[src/rtl/uart_tx_sched.sv]
// rtl/uart_tx_sched.sv - UART TX scheduler: FIFO word to byte stream with gaps, baud and parity setup
module uart_tx_sched #(
    parameter int unsigned BYTES_PER_WORD = 4,
    parameter int unsigned STARTUP_CYCLES = 65536,
    parameter int unsigned PRE_GAP        = 31,
    parameter int unsigned BYTE_GAP       = 21
) (
    input  logic                        clk_i,
    input  logic                        rstn_i,
    input  logic                        uart_en_i,
    input  logic                        uart_msbf_i,
    input  logic [3:0]                  uart_nbytes_i,
    input  logic [3:0]                  uart_brr_i,
    input  logic                        uart_pce_i,
    input  logic                        uart_ps_i,
    input  logic                        txfifo_empty_i,
    output logic                        txfifo_rden_o,
    input  logic [8*BYTES_PER_WORD-1:0] txfifo_data_i,
    output logic                        tx_req_o,
    output logic [7:0]                  tx_data_o,
    input  logic                        tx_end_i,
    output logic                        word_done_o,
    output logic                        busy_o,
    output logic [31:0]                 baud_cnt_max_o,
    output logic [31:0]                 baud_cnt_half_o,
    output logic [1:0]                  parity_mode_o
);
    localparam int unsigned W            = 8 * BYTES_PER_WORD;
    localparam logic [31:0] STARTUP_LAST = STARTUP_CYCLES - 1;
    localparam logic [31:0] PRE_LAST     = PRE_GAP - 1;
    localparam logic [31:0] GAP_LAST     = BYTE_GAP - 1;

    typedef enum logic [2:0] {
        ST_STARTUP, ST_IDLE, ST_RDREQ, ST_LATCH, ST_PREGAP, ST_SEND, ST_GAP
    } state_t;

    state_t      state, state_nxt;
    logic [1:0]  rst_sync;
    logic        rst_n;
    logic [31:0] cnt;
    logic [W-1:0] word_q, src_word, shifted;
    logic [3:0]  nbytes_q, nbytes_eff, idx, idx_load, sel;
    logic        msbf_q, src_msbf, load_byte, last_byte;
    logic [7:0]  tx_data_q;
    logic        tx_req_q, word_done_q;
    logic [31:0] baud_val;
    logic        baud_hit;

    // Assert asynchronously, release only after two clean clock edges.
    always_ff @(posedge clk_i or negedge rstn_i) begin
        if (!rstn_i) rst_sync <= 2'b00;
        else         rst_sync <= {rst_sync[0], 1'b1};
    end
    assign rst_n = rst_sync[1];

    assign nbytes_eff = (uart_nbytes_i == 4'd0 || uart_nbytes_i > 4'(BYTES_PER_WORD))
                        ? 4'(BYTES_PER_WORD) : uart_nbytes_i;
    assign last_byte  = (idx == nbytes_q - 4'd1);

    always_ff @(posedge clk_i or negedge rst_n) begin
        if (!rst_n) state <= ST_STARTUP;
        else        state <= state_nxt;
    end

    always_comb begin
        state_nxt = state;
        case (state)
            ST_STARTUP: if (cnt == STARTUP_LAST) state_nxt = ST_IDLE;
            ST_IDLE:    if (uart_en_i && !txfifo_empty_i) state_nxt = ST_RDREQ;
            ST_RDREQ:   state_nxt = ST_LATCH;
            ST_LATCH:   state_nxt = (PRE_GAP == 0) ? ST_SEND : ST_PREGAP;
            ST_PREGAP:  if (cnt == PRE_LAST) state_nxt = ST_SEND;
            ST_SEND: begin
                if (tx_end_i) begin
                    if (last_byte)          state_nxt = ST_IDLE;
                    else if (BYTE_GAP == 0) state_nxt = ST_SEND;
                    else                    state_nxt = ST_GAP;
                end
            end
            ST_GAP:     if (cnt == GAP_LAST) state_nxt = ST_SEND;
            default:    state_nxt = ST_STARTUP;
        endcase
    end

    // Byte selection looks ahead to the index/word that will be current in SEND.
    always_comb begin
        src_word  = (state == ST_LATCH) ? txfifo_data_i : word_q;
        src_msbf  = (state == ST_LATCH) ? uart_msbf_i   : msbf_q;
        idx_load  = (state == ST_LATCH) ? 4'd0 : ((state == ST_SEND) ? idx + 4'd1 : idx);
        sel       = src_msbf ? 4'(BYTES_PER_WORD - 1) - idx_load : idx_load;
        shifted   = src_word >> {sel, 3'b000};
        load_byte = (state_nxt == ST_SEND) && ((state != ST_SEND) || tx_end_i);
    end

    always_ff @(posedge clk_i or negedge rst_n) begin
        if (!rst_n) begin
            cnt         <= '0;
            word_q      <= '0;
            nbytes_q    <= '0;
            msbf_q      <= 1'b0;
            idx         <= '0;
            tx_data_q   <= '0;
            tx_req_q    <= 1'b0;
            word_done_q <= 1'b0;
        end else begin
            cnt <= (state_nxt != state) ? 32'd0 : cnt + 32'd1;
            if (state == ST_LATCH) begin
                word_q   <= txfifo_data_i;
                nbytes_q <= nbytes_eff;
                msbf_q   <= uart_msbf_i;
                idx      <= '0;
            end else if (state == ST_SEND && tx_end_i && !last_byte) begin
                idx <= idx + 4'd1;
            end
            if (load_byte) tx_data_q <= shifted[7:0];
            tx_req_q    <= (state_nxt == ST_SEND);
            word_done_q <= (state == ST_SEND) && tx_end_i && last_byte;
        end
    end

    always_comb begin
        baud_hit = 1'b1;
        baud_val = 32'd0;
        case (uart_brr_i)
            4'd0:  baud_val = 32'd13020;
            4'd1:  baud_val = 32'd6510;
            4'd2:  baud_val = 32'd3255;
            4'd3:  baud_val = 32'd2170;
            4'd4:  baud_val = 32'd1085;
            4'd5:  baud_val = 32'd125;
            4'd6:  baud_val = 32'd62;
            4'd7:  baud_val = 32'd41;
            4'd8:  baud_val = 32'd31;
            4'd9:  baud_val = 32'd25;
            4'd10: baud_val = 32'd135;
            4'd11: baud_val = 32'd542;
            default: baud_hit = 1'b0;
        endcase
    end

    always_ff @(posedge clk_i or negedge rst_n) begin
        if (!rst_n) begin
            baud_cnt_max_o  <= '0;
            baud_cnt_half_o <= '0;
            parity_mode_o   <= 2'b00;
        end else begin
            if (baud_hit) begin
                baud_cnt_max_o  <= baud_val;
                baud_cnt_half_o <= baud_val >> 1;
            end
            parity_mode_o <= !uart_pce_i ? 2'b00 : (uart_ps_i ? 2'b01 : 2'b10);
        end
    end

    assign txfifo_rden_o = (state == ST_RDREQ);
    assign busy_o        = (state != ST_STARTUP) && (state != ST_IDLE);
    assign tx_req_o      = tx_req_q;
    assign tx_data_o     = tx_data_q;
    assign word_done_o   = word_done_q;
endmodule
[config.mk]
export PLATFORM = sky130hd
export DESIGN_NAME = uart_tx_sched
export DESIGN_NICKNAME = d
export VERILOG_FILES = /design/src/rtl/uart_tx_sched.sv
export SDC_FILE = /design/constraint.sdc
export NUM_CORES = 1
export LEC_CHECK = 0
export BUFFER_PORTS_ARGS = -buffer_cell sky130_fd_sc_hd__buf_2
export CAP_MARGIN = 15
export CORE_MARGIN = 2
export CORE_UTILIZATION = 50
export CTS_BUF_LIST = sky130_fd_sc_hd__clkbuf_8 sky130_fd_sc_hd__clkbuf_16
export CTS_CLUSTER_DIAMETER = 60
export CTS_CLUSTER_SIZE = 40
export DETAILED_ROUTE_END_ITERATION = 6
export GPL_TIMING_DRIVEN = 0
export PLACE_DENSITY = 0.74
export SYNTH_ARGS = -nofsm -noshare
export SYNTH_HDL_FRONTEND = slang
export SYNTH_SLANG_ARGS = --single-unit
[constraint.sdc]
create_clock -name clk_i -period 6 [get_ports clk_i]
set_clock_uncertainty 0.2 [all_clocks]
set_input_delay 1.2 -clock clk_i [delete_from_list [all_inputs] [get_ports clk_i]]
set_output_delay 1.2 -clock clk_i [all_outputs]
set_load 0.03 [all_outputs]
==> run_results.csv <==
group,metric,value,unit
timing,finalSetupTns,0,ns
worst_setup_path,crit_family,"flip-flops",
timing,clock.fmax,0.344,GHz
logic_synthesis,yosysSeqAreaShare,0.449,
die,placeableCoreArea,11400,um^2
clocking,cts_tree,"done",
layout,final_common_cell,"nand2_1",
logic_synthesis,synthDistinctLibCells,67,
clocking,cts_num_sinks,104,
logic_synthesis,synth_top_flop_cell,"dfrtp_1",
clocking,clk_path_buf_depth,2,
logic_synthesis,syn_inst,623,
timing,tightestPinTransition,0.707,ns
worst_setup_path,slowest_delay,0.44,ns
drt,viasPerCell,5.09,
power_and_ir_drop,p_switching,1110,uW
die,die_area,12500,um^2
drt,drcViolationCount,0,
power_and_ir_drop,switching_share,0.376,
drt,drt-total-wl,12900,um
layout,fillers,957,
clocking,path_clk_slew,0.06,ns
die,start_util,0.510,
timing,fin_crit_sh,0.485,
drt,drtPass1Iterations,4,
die,io_pins,126,
drt,ant_nets,0,
drt,via_count,4599,
worst_setup_path,arrival,1.51,ns
worst_setup_path,worstPathRequired,4.60,ns
die,row_count,39,
worst_setup_path,crit_chain,"buf_4 -> or2_2 -> buf_2",
clocking,ctsResizeCount,0,
global_route,grt_pass1_vias,4573,
worst_setup_path,worst-path-buf-inv,2,
die,die_h,112,um
global_route,grt_max_degree,53,
place,dp_hpwl,9350,um
global_route,grtUsageTotal,0.211,
drt,detail_route.wl_per_cell,14.3,um
global_route,grt_first_pass_wirelength,21600,um
clocking,clk_latency,0.35,ns
timing,maxSlewHeadroom,0.529,
power_and_ir_drop,p_per_area,429,nW/um^2
clocking,postCtsSetupBuffers,0,
job,maxCapViolations,0,
place,portBuffers,86,
timing,drv_slew,0,
power_and_ir_drop,power_frac_comb,0.457,
worst_setup_path,crit_type,"register to output port",
logic_synthesis,async_reset_ff_frac,1.00,
timing,min_period,2.91,ns
worst_setup_path,reg2reg_slack,3.42,ns
clocking,cts-root-buf,"clkbuf_16",
layout,layout_common_cells,"nand2_1 (117), dfrtp_1 (103), buf_2 (88)",
layout,fin_nets,810,
place,gp_congestion,0.812,
worst_setup_path,cp_max_fo,10,
timing,timing.hold.ws,0.169,ns
die,die_w,112,um
timing,hold_viol,0,
power_and_ir_drop,p_int,1840,uW
power_and_ir_drop,pwr-share-seq,0.333,
clocking,numCtsBuffers,9,
power_and_ir_drop,clock_power_share,0.210,
logic_synthesis,synth_edf_count,0,
global_route,overflow,0,
clocking,cts_hold_buffers,0,
power_and_ir_drop,p_leak,0.00346,uW
layout,antenna_cells,0,
clocking,cts_max_level,3,
status,status,"complete, no violations",
timing,setup_viol,0,
worst_setup_path,crit_path_top_delay_cell,"dfrtp_1",
drt,drt_iter0_drc,277,
timing,rsz0062_at_grt,"no",
power_and_ir_drop,ir_drop,0.288,mV
hold_path,hold_path.class,"register to register",
worst_setup_path,crit_path_end_kind,"output port",
logic_synthesis,synth_warnings,0,
worst_setup_path,startpoint_type,"register",
logic_synthesis,synth_seq_cells,104,
logic_synthesis,syn_area_per_cell,9.30,um^2
layout,synthToLayoutAreaGrowth,18.7,%
layout,layout-drive-gt1-share,0.247,
logic_synthesis,syn_area,5800,um^2
global_route,antenna_found_initial,0,
==> power by group through the flow <==
| stage | Sequential, uW | Combinational, uW | Clock (uW) |
|---|---|---|---|
| after floorplan | 996 | 1040 | 0 |
| after global placement | 988 | 1300 | 0 |
| after detailed placement | 994 | 1340 | 0 |
| after CTS | 981 | 1350 | 634 |
| after global routing | 1000 | 1470 | 663 |
| final | 983 | 1350 | 619 |
==> layer usage <==
| metal | up-vias | wire (um) | track usage |
|---|---|---|---|
| met2 | 103 | 6340 | 0.348 |
| met5 | - | 0 | 0 |
| met3 | 22 | 570 | 0.0370 |
| met1 | 2199 | 5730 | 0.277 |
| met4 | 0 | 271 | 0.0881 |
| li1 | 2275 | - | - |
==> kinds of logic after synthesis <==
logic type                 synth area share
other                               0.00130
AOI/OAI and AO/OA                    0.0905
xor gates and xnor gates             0.0676
muxes                                0.0492
and+or+nand+nor                       0.228
DFF                                   0.449
adders and majority gates            0.0108
buffers and inverters                 0.104
==> registers in the layout, summed over array words and instances (netlist names) <==
signal          flops
baud_cnt_max_o     14
cnt                32
idx                 4
msbf_q              1
nbytes_q            4
parity_mode_o       2
rst_sync            2
state               3
tx_data_o           8
tx_req_o            1
word_done_o         1
word_q             32
==> metrics by stage <==
| step | power (uW) | worst slack (ns) | util | std cells | cell area, um^2 |
|---|---|---|---|---|---|
| 2_1_floorplan | 2040 | 2.69 | - | 659 | 5930 |
| 3_3_place_gp | 2290 | 1.59 | 0.575 | 888 | 6540 |
| 3_5_place_dp | 2330 | 3.06 | 0.578 | 889 | 6570 |
| 4_1_cts | 2970 | 3.07 | 0.605 | 903 | 6880 |
| 5_1_grt | 3140 | 3.00 | 0.605 | 903 | 6880 |
| 6_report | 2950 | 3.09 | 0.605 | 903 | 6880 |
==> final timing paths <==
check,from,to,cells after the start
hold reg to reg,rst_sync[0]$_DFF_PN0_,rst_sync[1]$_DFF_PN0_,0
min in group asynchronous,rst_sync[1]$_DFF_PN0_,cnt[25]$_DFF_PN0_,0
max in group asynchronous,rst_sync[1]$_DFF_PN0_,idx[0]$_DFFE_PN0P_,1
hold / removal,rst_sync[0]$_DFF_PN0_,rst_sync[1]$_DFF_PN0_,0
setup / recovery,state[1]$_DFF_PN0_,busy_o,3
setup reg to reg,cnt[26]$_DFF_PN0_,tx_data_o[6]$_DFFE_PN0P_,6
==> synth_stat cells (4+ instances only) <==
| cell type | number | area (um^2) |
|---|---|---|
| nand2_1 | 117 | 439 |
| dfrtp_1 | 104 | 2600 |
| nor2_1 | 79 | 297 |
| buf_4 | 52 | 390 |
| xnor2_1 | 23 | 201 |
| xor2_1 | 19 | 166 |
| mux2i_1 | 18 | 180 |
| clkbuf_1 | 15 | 56.3 |
| inv_1 | 14 | 52.6 |
| nand3_1 | 13 | 65.1 |
| nor3_1 | 12 | 60.1 |
| a2bb2oi_1 | 10 | 87.6 |
| nand4_1 | 10 | 62.6 |
| o211ai_1 | 10 | 75.1 |
| a31oi_1 | 9 | 56.3 |
| mux2_2 | 8 | 90.1 |
| a21oi_1 | 7 | 35.0 |
| nor2b_1 | 7 | 43.8 |
| a21o_1 | 6 | 45.0 |
| buf_6 | 6 | 67.6 |
| nor4_1 | 6 | 37.5 |
| and3_1 | 5 | 31.3 |
| and3b_1 | 5 | 43.8 |
| ha_1 | 5 | 62.6 |
| o21ai_0 | 5 | 25.0 |
| buf_1 | 4 | 15.0 |
==> area by class of cell <==
class                           instances  area, um^2  share of cell area
Buffer                                 81         549              0.0798
Clock buffer                           10         239              0.0347
Clock inverter                          4        70.1              0.0102
Inverter                               14        52.6             0.00764
Multi-Input combinational cell        460        2730               0.396
Sequential cell                       104        2610               0.379
Tap cell                              143         179              0.0260
Timing Repair Buffer                   87         458              0.0666
Note: power is estimated with default switching activity, not from simulation.
